<file path="src/rtl/count_sync_display_if.sv">
// Accepted-count bus between the ripple counter sync block and its consumers.
// Raw ripple count in; filtered count, events and display drive out.
interface count_sync_display_if;
  logic [3:0] count_in;
  logic [3:0] count_out;
  logic       count_valid;
  logic       step_pulse;
  logic       wrap_pulse;
  logic [6:0] seg;
  logic [3:0] an;

  modport master (
    output count_in,
    input  count_out, count_valid,
    input  step_pulse, wrap_pulse,
    input  seg, an
  );

  modport slave (
    input  count_in,
    output count_out, count_valid,
    output step_pulse, wrap_pulse,
    output seg, an
  );
endinterface

</file>
<file path="src/rtl/count_sync_display.sv">
// Synchronizes and debounces a ripple counter, emits step/wrap events
// and drives a 2-digit multiplexed active-low 7-segment display.
module count_sync_display #(
  parameter int STABLE_CYCLES = 2,
  parameter int REFRESH_BITS  = 16
) (
  input logic clk,
  input logic rst,
  count_sync_display_if.slave bus
);

  localparam logic [3:0] STAB_MAX = 4'(STABLE_CYCLES);

  logic [3:0] s1, s2;
  logic [3:0] cand, stab;
  logic [3:0] cnt;
  logic       valid;
  logic       step_q, wrap_q;
  logic [REFRESH_BITS-1:0] refresh;
  logic [6:0] seg_q, seg_d;
  logic [3:0] an_q, an_d;

  logic       tens;
  logic [3:0] units;
  logic       sel_tens;
  logic       accept;

  function automatic logic [6:0] enc(input logic [3:0] d);
    logic [6:0] s;
    s = 7'h7F;
    case (d)
      4'd0: s = 7'h40;
      4'd1: s = 7'h79;
      4'd2: s = 7'h24;
      4'd3: s = 7'h30;
      4'd4: s = 7'h19;
      4'd5: s = 7'h12;
      4'd6: s = 7'h02;
      4'd7: s = 7'h78;
      4'd8: s = 7'h00;
      4'd9: s = 7'h10;
      default: s = 7'h7F;
    endcase
    return s;
  endfunction

  assign tens     = (cnt >= 4'd10);
  assign units    = tens ? cnt - 4'd10 : cnt;
  assign sel_tens = refresh[REFRESH_BITS-1];
  assign accept   = (stab == STAB_MAX)
                  && (!valid || cand != cnt);

  // Leading zero of the tens digit is blanked.
  always_comb begin
    an_d  = 4'b1111;
    seg_d = 7'h7F;
    unique case (1'b1)
      !valid: begin
        an_d  = 4'b1111;
        seg_d = 7'h7F;
      end
      valid && !sel_tens: begin
        an_d  = 4'b1110;
        seg_d = enc(units);
      end
      valid && sel_tens && tens: begin
        an_d  = 4'b1101;
        seg_d = enc(4'd1);
      end
      valid && sel_tens && !tens: begin
        an_d  = 4'b1111;
        seg_d = 7'h7F;
      end
    endcase
  end

  always_ff @(posedge clk) begin
    if (rst) begin
      s1      <= '0;
      s2      <= '0;
      cand    <= '0;
      stab    <= '0;
      cnt     <= '0;
      valid   <= 1'b0;
      step_q  <= 1'b0;
      wrap_q  <= 1'b0;
      refresh <= '0;
      an_q    <= 4'b1111;
      seg_q   <= 7'h7F;
    end else begin
      s1 <= bus.count_in;
      s2 <= s1;
      if (s2 != cand) begin
        cand <= s2;
        stab <= 4'd1;
      end else if (stab < STAB_MAX) begin
        stab <= stab + 4'd1;
      end
      step_q <= 1'b0;
      wrap_q <= 1'b0;
      if (accept) begin
        cnt    <= cand;
        valid  <= 1'b1;
        step_q <= valid && (cand == cnt + 4'd1);
        wrap_q <= valid && (cnt == 4'd15)
               && (cand == 4'd0);
      end
      refresh <= refresh + 1'b1;
      an_q    <= an_d;
      seg_q   <= seg_d;
    end
  end

  assign bus.count_out   = cnt;
  assign bus.count_valid = valid;
  assign bus.step_pulse  = step_q;
  assign bus.wrap_pulse  = wrap_q;
  assign bus.seg         = seg_q;
  assign bus.an          = an_q;

endmodule

</file>
<file path="src/flat_wrapper.sv">
// flat-port wrapper written by rule: the top's interface ports become plain ports
module count_sync_display_flat 
#(
  parameter int STABLE_CYCLES = 2,
  parameter int REFRESH_BITS  = 16
)
  (clk, rst, bus_count_in, bus_count_out, bus_count_valid, bus_step_pulse, bus_wrap_pulse, bus_seg, bus_an);
  count_sync_display_if bus_i ();
  input logic clk;
  input logic rst;
  input wire logic [$bits(bus_i.count_in)-1:0] bus_count_in;
  output wire logic [$bits(bus_i.count_out)-1:0] bus_count_out;
  output wire logic [$bits(bus_i.count_valid)-1:0] bus_count_valid;
  output wire logic [$bits(bus_i.step_pulse)-1:0] bus_step_pulse;
  output wire logic [$bits(bus_i.wrap_pulse)-1:0] bus_wrap_pulse;
  output wire logic [$bits(bus_i.seg)-1:0] bus_seg;
  output wire logic [$bits(bus_i.an)-1:0] bus_an;
  assign bus_i.count_in = bus_count_in;
  assign bus_count_out = bus_i.count_out;
  assign bus_count_valid = bus_i.count_valid;
  assign bus_step_pulse = bus_i.step_pulse;
  assign bus_wrap_pulse = bus_i.wrap_pulse;
  assign bus_seg = bus_i.seg;
  assign bus_an = bus_i.an;
  count_sync_display #(.STABLE_CYCLES(STABLE_CYCLES), .REFRESH_BITS(REFRESH_BITS)) u_core (.clk(clk), .rst(rst), .bus(bus_i));
endmodule
</file>
<file path="config.mk">
export PLATFORM = sky130hd
export DESIGN_NAME = count_sync_display_flat
export DESIGN_NICKNAME = d
export VERILOG_FILES = /design/src/rtl/count_sync_display_if.sv /design/src/rtl/count_sync_display.sv /design/src/flat_wrapper.sv
export SDC_FILE = /design/constraint.sdc
export NUM_CORES = 1
export LEC_CHECK = 0
export CELL_PAD_IN_SITES_DETAIL_PLACEMENT = 0
export CELL_PAD_IN_SITES_GLOBAL_PLACEMENT = 2
export CORE_MARGIN = 10
export CORE_UTILIZATION = 26
export CTS_BUF_LIST = sky130_fd_sc_hd__clkbuf_4 sky130_fd_sc_hd__clkbuf_8
export DETAILED_ROUTE_END_ITERATION = 6
export GPL_ROUTABILITY_DRIVEN = 0
export MAX_ROUTING_LAYER = met4
export PLACE_DENSITY = 0.62
export SYNTH_ARGS = -nofsm -noshare
export SYNTH_HDL_FRONTEND = slang
export SYNTH_SLANG_ARGS = --single-unit
</file>
<file path="constraint.sdc">
create_clock -name clk -period 3.8 [get_ports clk]
set_clock_uncertainty 0.1 [all_clocks]
set_input_delay 0.57 -clock clk [delete_from_list [all_inputs] [get_ports clk]]
set_output_delay 0.57 -clock clk [all_outputs]
set_load 0.02 [all_outputs]
</file>
# Word level (Yosys, flattened, before mapping)
# Memory sizes are Yosys's and may differ from the RTL's.
# Index checks and enable logic that the tools add are counted.
[totals] regBits=50 romBits=112 inputBits=6 out_inout_bits=18 wordCells=47 mem_count=1
[mem_list] memory="(name not given)" depth=16 width=7 read_ports=1 rd_ports_with_merged_regs=0 write_ports=0 line_no="count_sync_display.sv:31" rtl="case (d)"
[classes] addsub=4 n_lt_le_gt_ge=2 n_eq_ne=5 muxes=5 bitwise_logic=1 reduce_logical=17
[op_table] op="$pmux 7 s3" n=1
[op_table] op="$add 16x1->16 const B" n=1
[op_table] op="$pmux 4 s3" n=1
[op_table] op="$add 4x1->4 const B" n=2
[op_table] op="$logic_and 1x1->1" n=8
[op_table] op="$ne 4x4->1" n=2
[op_table] op="$reduce_or 2->1" n=3
[op_table] op="$eq 4x2->1 const B" n=1
[op_table] op="$eq 4x4->1" n=1
[op_table] op="$eq 4x4->1 const B" n=1
[op_table] op="$ge 4x4->1 const B" n=1
[op_table] op="$logic_not 4->1" n=1
[op_table] op="$lt 4x2->1 const B" n=1
[op_table] op="$mux 4" n=1
[op_table] op="$sub 4x4->4 const B" n=1
[op_table] op="$logic_not 1->1" n=3
[op_table] op="$mux 1" n=2
[op_table] op="$reduce_bool 2->1" n=1
[op_table] op="$logic_or 1x1->1" n=1
[op_table] op="$not 1->1" n=1

# Depth between registers and ports, before layout
[depth] depth_word=5 ltp_mapped=8

# Worst setup path before layout
# OpenSTA, ideal clock, no wires.
[synth_timing] kind="register to register" startpoint="reg u_core.cnt[0], in the netlist u_core.bus.count_out[0]" endpoint="reg u_core.seg_q[1], in the netlist u_core.bus.seg[1]" arrival_ps=2084 path_slack_ps=1541 stages_incl_launch_ff=8 n_path_buf=0 path_cell_list="dfxtp_1 > inv_1 > ha_1 > o211a_1 > or2_2 > ha_1 > o21a_1 > o21ai_0"
[synth_between] elab_chain_len=5 elab_cells_between_ends=9 cone_classes="1 x add/sub; 1 x order compare; 2 x mux; 4 x reduce/logical; 1 x memory"
[synth_lines] item="from (decl)" line_no="count_sync_display.sv:16" rtl="logic [3:0] cnt;"
[synth_lines] item="from (signal assigned)" line_no="count_sync_display.sv:102" rtl="cnt <= cand;"
[synth_lines] item="parallel branches: the longest is 4 deep, another holds $mem_v2 16x7"
[synth_lines] item="$pmux 7 s3 *" line_no="count_sync_display.sv:57" rtl="unique case (1'b1)"
[synth_lines] item="to (signal assigned)" line_no="count_sync_display.sv:110" rtl="seg_q <= seg_d;"
[synth_lines] item="to (decl)" line_no="count_sync_display.sv:20" rtl="logic [6:0] seg_q, seg_d;"
# Every way passes the cells marked *.
# A chain may end at the register's enable or synchronous reset.

# Final worst setup path
[layout_timing] startpoint="reg u_core.cnt[3], in the netlist u_core.bus.count_out[3]" endpoint="out bus_count_out[3]"
[layout_lines] item="to (decl)" line_no="flat_wrapper.sv:12" rtl="output wire logic [$bits(bus_i.count_out)-1:0] bus_count_out;"
# No word-level cell between the ends.

==> results.cfg <==
[clocking]
clock_sinks = 48
cts.clk_slew.worst_paths_ns = 0.09
numCtsBuffers = 5
cts_tree = done
postCtsHoldBufs = 0
clock_path_buffers = 2
clk_latency_ns = 0.30
cts_resized = 0
post_cts_buffers = 0
cts-root-buf = clkbuf_8
ctsHtreeMaxLevel = 2

[setup_path]
cp_cell_sequence = clkdlybuf4s50_1
startpoint_type = flip-flop
critPathKind = flip-flop to primary output
crit_arrival_ns = 1.79
cp_num_buf_inv = 1
cp.required_ns = 3.13
r2r_start = u_core.bus.count_out[0]
slowest_delay_ns = 0.75
critical-path-top-delay-family = flip-flops
crit_path_max_fanout = 18
crit_path_start = u_core.bus.count_out[3]
critPathSlowestCell = dfxtp_1
endpoint_kind = primary output

[place]
portBuffers = 21
place_worst_setup_slack_ns = 1.46
placedCellCount = 353
hpwl_um = 3180
placed_cell_area_um2 = 2440

[die]
start_util = 0.266
fp-row-count = 33
die_height_um = 111
die_area_um2 = 12400
die_x_um = 111
io_pins = 24
placeableCoreArea_um2 = 8130

[pwr]
p_int_mw = 0.679
power_density_nw_per_um2 = 357
p_switching_mw = 0.224
p_clk_frac = 0.330
pwr-share-seq = 0.587
p_leak_nw = 0.905
p_sw_frac = 0.248
ir_drop_mv = 0.149
combPwrFrac = 0.083

[sta]
finalCriticalPeriod_ns = 2.46
fin_ws_ns = 1.34
setup_viol = 0
fmax_mhz = 407
tightestPinTransition_ns = 0.655
relSlewSlack = 0.563
tns_ns = 0
hold_slack_ns = 0.344
slew_viol_final = 0
rsz0062_at_grt = false
period_share = 0.646
hold_viol = 0

[synthesis]
synth_top_area_frac = 0.445
yosys.cell_types.count = 47
yosysWarningCount = 0
yosys-top-cells-area = dfxtp_1, xnor2_1, ha_1
yosysSeqAreaShare = 0.445
synth_area_per_cell_um2 = 9.12
synth_area_leader_cell = dfxtp_1
ys_ff_latch = 48
syn-instance-count = 237
synth_area_um2 = 2160

[run]
max_cap_violations = 0

[route]
viasPerCell = 4.38
post_drt_wl_per_cell_um = 12.3
drt-initial-drc-count = 54
drc = 0
drt_pre_antenna_iters = 4
final_antenna_net_count = 0
wl_um = 4410
vias = 1578

[global_route]
grt_usage = 0.0755
met1_usage = 0.0899
grtUsageMet2 = 0.118
grt_pass1_vias = 1580
grt_util_met3 = 0.0238
gr-total-overflow = 0
busiest_layer = met2
grt_max_degree = 36
grt_antenna_before_repair = 0
grt_pass1_wl_um = 7740

[cells_and_area]
seqCellArea_um2 = 961
layout_common_cells = dfxtp_1, nor2_1, clkdlybuf4s50_1
syn2layout_area_growth_pct = 16.8
fill_cells = 871
instances_no_fill = 360
multi_input_area_um2 = 1100
diodes = 0
final_common_cell = dfxtp_1
final_area_um2 = 2520
num-nets-final = 271
drive_above_1_share = 0.0706

[worst_hold_path]
hold_class = flip-flop to flip-flop
worstHoldStart = u_core.s1[2]

[outcome]
outcome = complete, no violations
==> layer usage <==
layer  vias up  part of all wire
met3         2             0.046
met4         0            0.0086
met5         -                 0
met1       718              0.50
li1        831                 -
met2        27              0.44
==> path summary, 6_finish.rpt <==
kind	endpoint	slack, ns	depth (start not counted)
worst max-delay path	bus_count_out[3]	1.34	1
worst min-delay path	u_core.s2[2]	0.34	1
worst max register to register	u_core.bus.seg[1]	1.44	7
worst min register to register	u_core.s2[2]	0.34	1
==> sequential cells by signal, summed over array words and instances (netlist names) <==
register                cells
u_core.refresh             16
u_core.bus.seg              7
u_core.bus.count_out        4
u_core.cand                 4
u_core.s1                   4
u_core.s2                   4
u_core.stab                 4
u_core.bus.an               2
u_core.bus.count_valid      1
u_core.bus.step_pulse       1
u_core.bus.wrap_pulse       1
==> final cells by class <==
| cell class | count | share of cell area |
|---|---|---|
| clock inverters | 2 | 0.00496 |
| flip-flops and latches | 48 | 0.381 |
| clock buffers | 5 | 0.0273 |
| repair buffers | 22 | 0.0862 |
| inverters | 8 | 0.0119 |
| multi-input cells | 170 | 0.437 |
| well taps | 105 | 0.0520 |
==> power by group through the flow <==
| stage | Clock [mW] | Sequential, mW | Combinational (mW) |
|---|---|---|---|
| after global routing | 0.335 | 0.533 | 0.0836 |
| after detailed placement | 0 | 0.542 | 0.0759 |
| after global placement | 0 | 0.542 | 0.0768 |
| after floorplan | 0 | 0.544 | 0.0488 |
| after CTS | 0.312 | 0.530 | 0.0763 |
| final | 0.298 | 0.530 | 0.0748 |
==> per-stage QoR <==
step | total power, mW | utilization
final | 0.902 | 0.310
after global routing | 0.952 | 0.310
after CTS | 0.919 | 0.310
after detailed placement | 0.618 | 0.300
after global placement | 0.619 | 0.300
after floorplan | 0.593 | -
==> logic make-up after synthesis <==
kind of cell,count (synthesis),share of synthesized area
adders and majority gates,10,0.0579
other,1,0.00174
muxes,1,0.00463
xor gates and xnor gates,23,0.0932
buffers and inverters,20,0.0463
DFF,48,0.445
and+or+nand+nor,99,0.237
AOI/OAI and AO/OA,35,0.115
==> cell usage after synthesis (all sizes together) <==
cell / n
a211oi: 1
o2111ai: 1
o41ai: 1
buf: 8
ha: 10
o21ai: 7
nor3: 8
a21bo: 1
inv: 8
a21boi: 4
mux2i: 1
xnor2: 16
a21oi: 9
nor2b: 14
nand3: 12
o211a: 1
nor3b: 2
nor2: 33
nor4: 5
nor4b: 1
clkbuf: 4
nand2: 8
nand4: 5
o211ai: 1
o21bai: 1
nand3b: 1
conb: 1
nand2b: 3
and2b: 1
o31a: 1
o21a: 2
a22oi: 1
o31ai: 2
and2: 1
or2: 2
xor2: 7
dfxtp: 48
a31o: 2
or3: 3
No activity file was read; power rests on OpenSTA's default activity.
==> RTL change 1: new RTL, config.mk and constraints unchanged <==
`REFRESH_BITS` is set to 16 in 2 places; all go to 18.
--- a/src/rtl/count_sync_display.sv
+++ b/src/rtl/count_sync_display.sv
@@ -2,7 +2,7 @@
 // and drives a 2-digit multiplexed active-low 7-segment display.
 module count_sync_display #(
   parameter int STABLE_CYCLES = 2,
-  parameter int REFRESH_BITS  = 16
+  parameter int REFRESH_BITS  = 18
 ) (
   input logic clk,
   input logic rst,
--- a/src/flat_wrapper.sv
+++ b/src/flat_wrapper.sv
@@ -2,7 +2,7 @@
 module count_sync_display_flat 
 #(
   parameter int STABLE_CYCLES = 2,
-  parameter int REFRESH_BITS  = 16
+  parameter int REFRESH_BITS  = 18
 )
   (clk, rst, bus_count_in, bus_count_out, bus_count_valid, bus_step_pulse, bus_wrap_pulse, bus_seg, bus_an);
   count_sync_display_if bus_i ();
Behaviour: no difference found for any inputs over 10 cycles, from zero or initial values and one cycle with rst high; that may be too few to reach the edited logic, so the function may still have changed.
==> RTL change 1 against the original RTL <==
Setup slack improved by 0.044 ns; total power increased by 12%; core utilization increased by 0.57 points; sequential power increased by 4.3%; synthesized area increased by 7.9%; non-clock buffer count increased by 1; via count increased by 5.0%; final area increased by 9.2%; routed wire length increased by 3.4%; sequential share of layout area decreased by 1.7 points; register-to-register slack improved by 0.09 ns; sequential cell count increased by 2; critical path type unchanged; largest cell class unchanged.
==> RTL change 1: results (changes against the original RTL) <==
[detailed_routing]
vias_per_cell = 4.442  ; +1.3%
wl_per_cell_microns = 12.23  ; -0.16%
wl_met3_microns = 234  ; +16%
wl_microns = 4562  ; +3.4%
dr.first_iter.drc_count = 80  ; +48%
wl_met1_microns = 2231  ; +0.86%

[power_and_ir_drop]
switchingPower_mw = 0.2394  ; +7.0%
vdd_drop_max_uv = 127.8  ; -14%
p_total_mw = 1.014  ; +12%
pg_comb_mw = 0.0824  ; +10%
pwr-share-clk_pct = 37.3  ; +4.3 points
total_leakage_power_nw = 0.9827  ; +8.6%

[worst_setup_path]
critPathTopFamily = buffers and inverters
reg2reg_to = u_core.bus.seg[4]
critPathMaxStageDelay_ns = 0.72  ; -0.03 ns
worst_ep_arrival_time_ns = 1.74  ; -0.05 ns
cp_slowest_cell = clkdlybuf4s50_1
path_max_fanout = 15  ; -3

[sta]
max_clock_freq_ghz = 0.4148  ; +1.8%
relSlewSlack_pct = 54.63  ; -1.6 points

[place]
dpl_cell_area_sq_um = 2643  ; +8.1%
place_hpwl_microns = 3290  ; +3.6%

[global_route]
grt_max_degree = 47  ; +31%
grt_pass1_vias = 1727  ; +9.3%
grt_util_met3_pct = 2.673  ; +0.29 points
global_route.usage.met1_pct = 9.153  ; +0.16 points
grtUsageTotal_pct = 7.856  ; +0.30 points
gr-usage-met2_pct = 12.19  ; +0.43 points

[layout]
fillers = 898  ; +3.1%
layout-drive-gt1-share_pct = 10.57  ; +3.5 points
nets = 280  ; +3.3%
largest_reg_flops = 18  ; +2

[logic_synthesis]
ys_seq_area_share_pct = 42.94  ; -1.5 points
ys_types = 54  ; +15%
yosys.area_share.adder_pct = 5.368  ; -0.42 points
ys_top_cells_by_area = dfxtp_1, xnor2_1, ha_1, nor2_1, nor2b_1
synth.area.mux_share_pct = 2.147  ; +1.7 points
yosys.area_share.xor_xnor_pct = 9.716  ; +0.39 points
netlist_instances = 244  ; +3.0%

[run_status]
status = completed

RTL change 1: layout make-up:
class / count / area, sq um / share of cell area, %
multi-input combinational: 174 / 1244 / 45.12
sequential: 50 / 1001 / 36.31
timing repair buffer: 23 / 225.2 / 8.171
tap: 108 / 135.1 / 4.902
clock buffer: 5 / 68.82 / 2.497
clock inverter: 3 / 45.04 / 1.634
inverter: 10 / 37.54 / 1.362
RTL change 1: worst min-delay path by stage:
stage                 startpoint           end  slack, ns  cells past startpoint
floorplan           u_core.s1[0]  u_core.s2[0]       0.31                      1
global placement    u_core.s1[1]  u_core.s2[1]       0.32                      1
detailed placement  u_core.s1[2]  u_core.s2[2]       0.32                      1
CTS                 u_core.s1[2]  u_core.s2[2]       0.35                      1
global route        u_core.s1[0]  u_core.s2[0]       0.37                      1
finish              u_core.s1[3]  u_core.s2[3]       0.34                      1
==> RTL change 2: new RTL, config.mk and constraints unchanged <==
Made on the original files. Reset style: asynchronous (`rst`), changed in one clocked block.
--- a/src/rtl/count_sync_display.sv
+++ b/src/rtl/count_sync_display.sv
@@ -74,7 +74,7 @@
     endcase
   end
 
-  always_ff @(posedge clk) begin
+  always_ff @(posedge clk or posedge rst) begin
     if (rst) begin
       s1      <= '0;
       s2      <= '0;
Formal check against the unedited RTL: differs if rst is asserted again (counterexample within 4 cycles, from zero or initial values and one cycle with rst high); with rst held inactive, the same outputs for 10 cycles.
==> RTL change 2 against the original RTL <==
Routed wire length fell by 17%; synthesized area is essentially flat; critical endpoint unchanged; critical path type unchanged; highest routed layer unchanged; via count shrank 19%; sequential cell count stayed put; final area up 1.3%; setup slack improved by 0.059 ns.
Power is not compared: it rests on default switching activity, and its combinational part moved more than twofold at a synthesized area within 25%.
==> RTL change 2: results (changes against the original RTL) <==
[run_status]
status = completed

[logic_synthesis]
synth_compound_area_share_pct = 7.126  ; -4.3 points
ys_top_cells_by_area = dfrtp_1, dfstp_2, xnor2_1, ha_1, xor2_1
synth.avg_cell_area_sq_um = 12.27  ; +35%
ys_types = 45  ; -4.3%
yosys.area_share.adder_pct = 5.794  ; about the same
synthArstFlopShare_pct = 100.0  ; +100 points
ys_seq_area_share_pct = 56.14  ; +12 points
synth.area.mux_share_pct = 3.129  ; +2.7 points
yosys.area_share.xor_xnor_pct = 10.54  ; +1.2 points
ys_top_cells_by_count = dfrtp_1, xnor2_1, ha_1

[clocking]
clockBufferDepth = 2  ; unchanged
cts_buffers = 5  ; unchanged
post_cts_buffers = 0  ; unchanged

[detailed_routing]
firstDrtPassIters = 6  ; +2
wl_microns = 3659  ; -17%
dr.first_iter.drc_count = 41  ; -24%
vias_per_cell = 4.239  ; -3.3%

[global_route]
grt_max_degree = 49  ; +36%
grtUsageTotal_pct = 6.276  ; -1.3 points
antenna_found_initial = 0  ; unchanged
grt_pass1_vias = 1277  ; -19%
grt_first_pass_wirelength_microns = 6299  ; -19%

[place]
pre_cts_slack_ns = 1.584  ; +0.1195 ns
portBuffers = 21  ; unchanged
dp_cells = 293  ; -17%
place_hpwl_microns = 2606  ; -18%
dpl_cell_area_sq_um = 2446  ; +0.10%

[layout]
fillers = 817  ; -6.2%
layout-drive-gt1-share_pct = 14.80  ; +7.7 points
top_register = u_core.refresh
nets = 211  ; -22%
finish.cell_count_without_fillers = 301  ; -16%

[worst_setup_path]
r2r-start = u_core.bus.count_out[0]
critPathTopFamily = buffers and inverters
cp_slowest_cell = clkdlybuf4s50_1
critPathLaunch = u_core.bus.count_out[3]
path_max_fanout = 13  ; -5
reg2reg_to = u_core.bus.seg[6]
rr_worst_depth = 7  ; unchanged
worst_ep_arrival_time_ns = 1.73  ; -0.06 ns
critPathMaxStageDelay_ns = 0.72  ; -0.03 ns

[sta]
relSlewSlack_pct = 34.95  ; -21 points
setup_slack_ns = 1.404  ; +0.05937 ns

[floorplan]
rows = 33  ; unchanged

RTL change 2: changes by cell type in the layout (fill, tap and decap cells not counted), sizes merged, moves of 8 or more:
cell,delta
dfstp,+9
dfxtp,-48
and3,+8
a21oi,-8
nor2b,-14
nor2,-25
dfrtp,+39
RTL change 2: layout make-up:
class | instances | area (sq um) | share of cell area (%)
Clock inverter | 3 | 42.54 | 1.663
Tap cell | 105 | 131.4 | 5.137
Multi-Input combinational cell | 112 | 865.8 | 33.86
Clock buffer | 5 | 68.82 | 2.691
Timing Repair Buffer | 21 | 210.2 | 8.219
Sequential cell | 48 | 1212 | 47.41
Inverter | 7 | 26.28 | 1.027
RTL change 2: routing by layer:
metal | track usage, % | routed length [microns] | part of all wire [%]
met1 | 7.354 | 1738 | 47
met2 | 9.277 | 1648 | 45
met3 | 2.489 | 223 | 6.1
met4 | 2.828 | 49 | 1.3
met5 | - | 0 | 0
RTL change 2: where the power goes:
part	internal, mW	switching (mW)
sequential	0.557	0.0387
clock	0.195	0.170
combinational	0.111	0.125
total	0.863	0.334
RTL change 2: how the worst min path moves through the flow:
stage / from / endpoint / slack, ns / depth (start not counted)
after floorplan: u_core.s1[0] / u_core.s2[0] / 0.23 / 0
after global placement: u_core.s1[1] / u_core.s2[1] / 0.24 / 0
after detailed placement: u_core.s1[0] / u_core.s2[0] / 0.24 / 0
after CTS: u_core.s1[0] / u_core.s2[0] / 0.26 / 0
after global routing: u_core.s1[0] / u_core.s2[0] / 0.28 / 0
final: u_core.s1[0] / u_core.s2[0] / 0.26 / 0
RTL change 2: kinds of logic after synthesis:
family                   after synthesis
AO/OA/AOI/OAI                         20
XOR/XNOR                              26
adder cells (fa/ha/maj)               10
buffers and inverters                 17
flip-flops                            48
multiplexers                           5
other                                  1
AND/OR/NAND/NOR                       49
